### config.mk
export PLATFORM = sky130hd
export DESIGN_NAME = core_mem_arbiter
export DESIGN_NICKNAME = d
export VERILOG_FILES = /design/src/rtl/core_pkg.sv /design/src/rtl/core_mem_arbiter.sv
export SDC_FILE = /design/constraint.sdc
export NUM_CORES = 1
export LEC_CHECK = 0
export CAP_MARGIN = 20
export CORE_AREA = 2 2 126 128
export CTS_BUF_LIST = sky130_fd_sc_hd__clkbuf_4
export CTS_CLUSTER_SIZE = 30
export DETAILED_ROUTE_END_ITERATION = 7
export DIE_AREA = 0 0 128 130
export PLACE_DENSITY = 0.82
export SYNTH_ARGS = -nofsm -noshare
export SYNTH_HDL_FRONTEND = slang
export SYNTH_SLANG_ARGS = --single-unit
### constraint.sdc
create_clock -name i_clk -period 6.83 [get_ports i_clk]
set_input_delay 1.366 -clock i_clk [delete_from_list [all_inputs] [get_ports i_clk]]
set_output_delay 1.366 -clock i_clk [all_outputs]
set_load 0.01 [all_outputs]
### src/rtl/core_pkg.sv
// Shared core types: machine word and the memory-arbiter owner/state/request types.
package core_pkg;

   localparam int unsigned WORD_W = 32;
   localparam int unsigned STRB_W = WORD_W / 8;

   typedef logic [WORD_W-1:0] word_t;

   typedef enum logic {
      MEM_OWNER_IF,
      MEM_OWNER_LS
   } mem_owner_e;

   typedef enum logic [1:0] {
      MEM_ARB_IDLE,
      MEM_ARB_REQ,
      MEM_ARB_WAIT_RSP
   } mem_arb_state_e;

   typedef struct packed {
      word_t              addr;
      logic               wen;
      word_t              wdata;
      logic [STRB_W-1:0]  wstrb;
   } mem_req_s;

endpackage

### src/rtl/core_mem_arbiter.sv
// Arbitrates the single memory port between instruction fetch and load/store,
// holding one outstanding transaction and steering its response to the owner.
module core_mem_arbiter
   import core_pkg::*;
#(
   parameter bit LS_PRIORITY = 1'b0
) (
   input  logic               i_clk,
   input  logic               i_rst,
   input  logic               i_if_req_valid,
   output logic               o_if_req_ready,
   input  word_t              i_if_addr,
   input  logic               i_if_flush,
   output logic               o_if_rsp_valid,
   output word_t              o_if_rsp_data,
   output logic               o_if_rsp_err,
   input  logic               i_ls_req_valid,
   output logic               o_ls_req_ready,
   input  word_t              i_ls_addr,
   input  logic               i_ls_wen,
   input  word_t              i_ls_wdata,
   input  logic [STRB_W-1:0]  i_ls_wstrb,
   output logic               o_ls_rsp_valid,
   output word_t              o_ls_rsp_rdata,
   output logic               o_ls_rsp_err,
   output logic               o_mem_req_valid,
   input  logic               i_mem_req_ready,
   output word_t              o_mem_addr,
   output logic               o_mem_wen,
   output word_t              o_mem_wdata,
   output logic [STRB_W-1:0]  o_mem_wstrb,
   input  logic               i_mem_rsp_valid,
   input  word_t              i_mem_rsp_rdata,
   input  logic               i_mem_rsp_err
);

   mem_arb_state_e state_q, state_d;
   mem_owner_e     owner_q, owner_d;
   mem_owner_e     last_grant_q, last_grant_d;
   logic           drop_q, drop_d;
   mem_req_s       req_q, req_d;
   logic           mem_req_valid_q, mem_req_valid_d;
   logic           if_rsp_valid_q, if_rsp_valid_d;
   word_t          if_rsp_data_q, if_rsp_data_d;
   logic           if_rsp_err_q, if_rsp_err_d;
   logic           ls_rsp_valid_q, ls_rsp_valid_d;
   word_t          ls_rsp_rdata_q, ls_rsp_rdata_d;
   logic           ls_rsp_err_q, ls_rsp_err_d;

   logic           if_eligible_c;
   logic           grant_valid_c;
   mem_owner_e     grant_c;
   logic           if_flush_hit_c;

   // Grant: a flushing fetch is never eligible; contention resolved by priority or alternation.
   always_comb begin
      if_eligible_c = i_if_req_valid && !i_if_flush;
      grant_valid_c = 1'b0;
      grant_c       = MEM_OWNER_IF;
      if ((state_q == MEM_ARB_IDLE) && !i_rst) begin
         if (if_eligible_c && i_ls_req_valid) begin
            grant_valid_c = 1'b1;
            grant_c       = (LS_PRIORITY || (last_grant_q == MEM_OWNER_IF)) ? MEM_OWNER_LS
                                                                           : MEM_OWNER_IF;
         end else if (i_ls_req_valid) begin
            grant_valid_c = 1'b1;
            grant_c       = MEM_OWNER_LS;
         end else if (if_eligible_c) begin
            grant_valid_c = 1'b1;
            grant_c       = MEM_OWNER_IF;
         end
      end
   end

   assign o_if_req_ready = grant_valid_c && (grant_c == MEM_OWNER_IF);
   assign o_ls_req_ready = grant_valid_c && (grant_c == MEM_OWNER_LS);
   assign if_flush_hit_c = i_if_flush && (owner_q == MEM_OWNER_IF);

   always_comb begin
      state_d         = state_q;
      owner_d         = owner_q;
      last_grant_d    = last_grant_q;
      drop_d          = drop_q;
      req_d           = req_q;
      mem_req_valid_d = mem_req_valid_q;
      if_rsp_valid_d  = 1'b0;
      if_rsp_data_d   = if_rsp_data_q;
      if_rsp_err_d    = if_rsp_err_q;
      ls_rsp_valid_d  = 1'b0;
      ls_rsp_rdata_d  = ls_rsp_rdata_q;
      ls_rsp_err_d    = ls_rsp_err_q;

      case (state_q)
         MEM_ARB_IDLE: begin
            drop_d = 1'b0;
            if (grant_valid_c) begin
               owner_d         = grant_c;
               last_grant_d    = grant_c;
               mem_req_valid_d = 1'b1;
               state_d         = MEM_ARB_REQ;
               if (grant_c == MEM_OWNER_LS) begin
                  req_d.addr  = i_ls_addr;
                  req_d.wen   = i_ls_wen;
                  req_d.wdata = i_ls_wdata;
                  req_d.wstrb = i_ls_wstrb;
               end else begin
                  req_d.addr  = i_if_addr;
                  req_d.wen   = 1'b0;
                  req_d.wdata = '0;
                  req_d.wstrb = '0;
               end
            end
         end

         MEM_ARB_REQ: begin
            if (if_flush_hit_c) begin
               drop_d = 1'b1;
            end
            if (i_mem_req_ready) begin
               mem_req_valid_d = 1'b0;
               state_d         = MEM_ARB_WAIT_RSP;
            end
         end

         MEM_ARB_WAIT_RSP: begin
            if (i_mem_rsp_valid) begin
               state_d = MEM_ARB_IDLE;
               drop_d  = 1'b0;
               if (owner_q == MEM_OWNER_LS) begin
                  ls_rsp_valid_d = 1'b1;
                  ls_rsp_rdata_d = i_mem_rsp_rdata;
                  ls_rsp_err_d   = i_mem_rsp_err;
               end else if (!(drop_q || i_if_flush)) begin
                  // A flush landing with the response kills it as well.
                  if_rsp_valid_d = 1'b1;
                  if_rsp_data_d  = i_mem_rsp_rdata;
                  if_rsp_err_d   = i_mem_rsp_err;
               end
            end else if (if_flush_hit_c) begin
               drop_d = 1'b1;
            end
         end

         default: begin
            state_d         = MEM_ARB_IDLE;
            mem_req_valid_d = 1'b0;
         end
      endcase
   end

   always_ff @(posedge i_clk or posedge i_rst) begin
      if (i_rst) begin
         state_q         <= MEM_ARB_IDLE;
         owner_q         <= MEM_OWNER_IF;
         last_grant_q    <= MEM_OWNER_IF;
         drop_q          <= 1'b0;
         req_q           <= '0;
         mem_req_valid_q <= 1'b0;
         if_rsp_valid_q  <= 1'b0;
         if_rsp_data_q   <= '0;
         if_rsp_err_q    <= 1'b0;
         ls_rsp_valid_q  <= 1'b0;
         ls_rsp_rdata_q  <= '0;
         ls_rsp_err_q    <= 1'b0;
      end else begin
         state_q         <= state_d;
         owner_q         <= owner_d;
         last_grant_q    <= last_grant_d;
         drop_q          <= drop_d;
         req_q           <= req_d;
         mem_req_valid_q <= mem_req_valid_d;
         if_rsp_valid_q  <= if_rsp_valid_d;
         if_rsp_data_q   <= if_rsp_data_d;
         if_rsp_err_q    <= if_rsp_err_d;
         ls_rsp_valid_q  <= ls_rsp_valid_d;
         ls_rsp_rdata_q  <= ls_rsp_rdata_d;
         ls_rsp_err_q    <= ls_rsp_err_d;
      end
   end

   assign o_mem_req_valid = mem_req_valid_q;
   assign o_mem_addr      = req_q.addr;
   assign o_mem_wen       = req_q.wen;
   assign o_mem_wdata     = req_q.wdata;
   assign o_mem_wstrb     = req_q.wstrb;
   assign o_if_rsp_valid  = if_rsp_valid_q;
   assign o_if_rsp_data   = if_rsp_data_q;
   assign o_if_rsp_err    = if_rsp_err_q;
   assign o_ls_rsp_valid  = ls_rsp_valid_q;
   assign o_ls_rsp_rdata  = ls_rsp_rdata_q;
   assign o_ls_rsp_err    = ls_rsp_err_q;

endmodule

==> results by group <==
Drt
  – Detailed Route WL: 15500 um
  – Wirelength per Cell: 18.2 um
  – DR vias: 4237
  – Post-route ant nets: 0
  – Initial DRC count: 189
  – Drt drc: 0
  – Vias/cell: 4.97
  – Pre-antenna DRT Iters: 4

GRT
  – Vias in the first global route: 4569
  – Gr ovfl total: 0
  – Largest net degree at the start of global routing: 84
  – First-pass GRT wire length: 23700 um
  – GRT Util Overall: 0.183
  – Initial antenna violation count: 1

Finish
  – Filler instances: 1261
  – Register area: 3550 um2
  – Layout Cell Area excl Fill: 8810 um2
  – Multi-input logic area: 1860 um2
  – Area growth syn-to-layout: 58.9%
  – Nets@finish: 794
  – Proportion of layout cells with a drive suffix above 1: 0.164

Worst setup path
  – Reg2reg path depth: 7
  – CP dominant cell by count: clkdlybuf4s50_1
  – CP max FO: 33
  – Critical Path Slowest Stage Cell: a21oi_4
  – Worst path max stage delay: 680 ps
  – CP top delay family: buffers and inverters
  – Worst EP arrival: 3650 ps
  – Critical path cell sequence: clkdlybuf4s50_1 -> nand3b_1 -> a21oi_4 -> nor2_2 -> buf_4 -> clkdlybuf4s50_1
  – Instance count on the critical path: 6
  – CP endpoint kind: output pin
  – Crit path required time: 5460 ps
  – Worst setup SP type: primary input
  – Buf/Inv on CP: 3
  – Reg-to-reg setup timing slack: 4170 ps
  – Worst Path Class, Setup: primary input to output pin

STA
  – Setup TNS: 0 ps
  – Fmax: 199 MHz
  – Max-slew violations: 0
  – RSZ-0062 raised after global routing: false
  – Worst slew pin tran: 941 ps
  – Worst slew margin: 0.373
  – Tcrit/Tclk final: 0.734
  – Final hold vios: 0
  – Final Critical Period: 5010 ps
  – Min setup slack post-route: 1820 ps
  – Final setup violation count: 0
  – Clock Skew: 16.2 ps
  – Worst hold slack: 509 ps

Place
  – DP HPWL: 11300 um
  – Port bufs: 280
  – Gpl congestion: 0.822
  – Dpl ws: 1780 ps
  – Area after DPL: 8520 um2

Synthesis
  – Post-synthesis register bit count: 142
  – Mapped Area: 5550 um2
  – Dominant cells by area after synthesis: dfrtp_1 64%, mux2_2 13%, a22o_1 11%, a21o_1 4.5%, buf_2 1.8%
  – Yosys cell types: 26
  – Net Count, Synth: 512
  – Post-synthesis sequential area ratio: 0.641
  – Post-synth top area share: 0.641
  – Yosys warns: 0
  – Avg Inst Size Synth: 15.2 um2
  – Synth area leader: dfrtp_1
  – Synth Instances: 365

Die
  – Chip Width: 128 um
  – I/O pins: 281
  – Rows: 46
  – Initial core utilization: 0.360
  – Die Area: 16600 um2
  – Vert. Die Dim: 130 um
  – Core Area: 15400 um2

Pwr
  – Peak supply drop: 218 uV
  – Leakage power: 4.00 nW
  – PD cells: 435 nW/um2

Clock tree
  – CTS tree: yes
  – Reg clk slew, reported paths: 120 ps
  – Cts bufs inserted: 17
  – CTS sink cnt: 142
  – Clock Tree Buf Depth: 2
  – Root buffer cell: clkbuf_4
  – PostCTS Resize Cnt: 0
  – Worst skew pair latency: 510 ps
  – Max H-tree Level: 4
  – Hold_buf cts: 0
  – Post-CTS Repair Setup Buffers: 0

Job
  – Maxcap violations: 0

Worst hold path
  – Hold Crit Depth: 1
  – Worst Hold Class: register to register

Status
  – Status: completed
-- metrics by stage --
step	power [mW]	utilization	instances
final	3.83	0.571	852
after global routing	4.06	0.571	852
after CTS	3.88	0.569	850
after detailed placement	3.35	0.552	819
after global placement	3.28	0.552	819
after floorplan	2.27	-	365
-- metal layers --
layer,global-route usage,up-vias,routed length [um]
li1,-,1913,-
met1,0.212,2078,6000
met2,0.301,211,7590
met3,0.0713,35,1440
met4,0.0905,0,473
met5,0,-,0
-- synth_stat cells (all sizes together) --
cell	n
a2111oi	1
a21o	33
a21oi	3
a22o	69
buf	23
clkbuf	1
dfrtp	142
ha	6
inv	5
mux2	68
nand2	1
nand3	1
nand3b	1
nor2	2
nor2b	3
nor3	1
nor3b	1
nor4	1
o211ai	1
o21ai	1
o32a	1
-- flip-flops by register name, summed over array words and instances (netlist names), 2 cells and up --
| signal | cells |
|---|---|
| o_if_rsp_data | 32 |
| o_ls_rsp_rdata | 32 |
| o_mem_addr | 32 |
| o_mem_wdata | 32 |
| o_mem_wstrb | 4 |
| state_q | 2 |
-- cells in the final DEF (no fill, tap or decap), types with 3 or more instances in the layout --
cell,n
a21o_1,33
a22o_1,69
buf_4,6
clkbuf_4,18
clkdlybuf4s50_1,280
clkinv_1,4
clkinv_2,3
dfrtp_1,142
ha_1,6
inv_1,4
mux2_2,66
-- worst register-to-register path, cell delays in order (launching register included) --
cell,delay [ps]
dfrtp_1,430
inv_1,140
ha_1,310
nand3b_1,160
a21oi_4,680
buf_4,540
a22o_1,240
a21o_1,100
-- cell families after synthesis --
logic type | count (synthesis) | share of synthesized area
compound gates | 109 | 0.165
mux | 68 | 0.138
simple gates | 11 | 0.0147
flops | 142 | 0.641
buf+inv | 29 | 0.0282
fa+ha+maj | 6 | 0.0135
-- cell type report --
class,count,area share
flip-flops and latches,142,0.403
multi-input cells,194,0.211
inverters,5,0.00256
diodes,1,0.000284
well taps,192,0.0273
clock inverters,13,0.0141
repair buffers,287,0.326
clock buffers,18,0.0153
-- report_power, final --
group / switching [mW] / total [mW] / internal [mW]
clock network: 0.290 / 0.505 / 0.215
registers: 0.235 / 1.48 / 1.25
logic: 0.699 / 1.84 / 1.14
total: 1.22 / 3.83 / 2.61
-- final timing paths --
check	from	endpoint
worst max-delay path	i_rst	o_if_req_ready
worst min-delay path	o_if_rsp_data[28]	o_if_rsp_data[28]
worst max register to register	state_q[1]	o_mem_addr[29]
worst min register to register	o_if_rsp_data[28]	o_if_rsp_data[28]
max in group asynchronous	i_rst	o_mem_wdata[26]
min in group asynchronous	i_rst	drop_q
No activity file was read; power rests on OpenSTA's default activity.
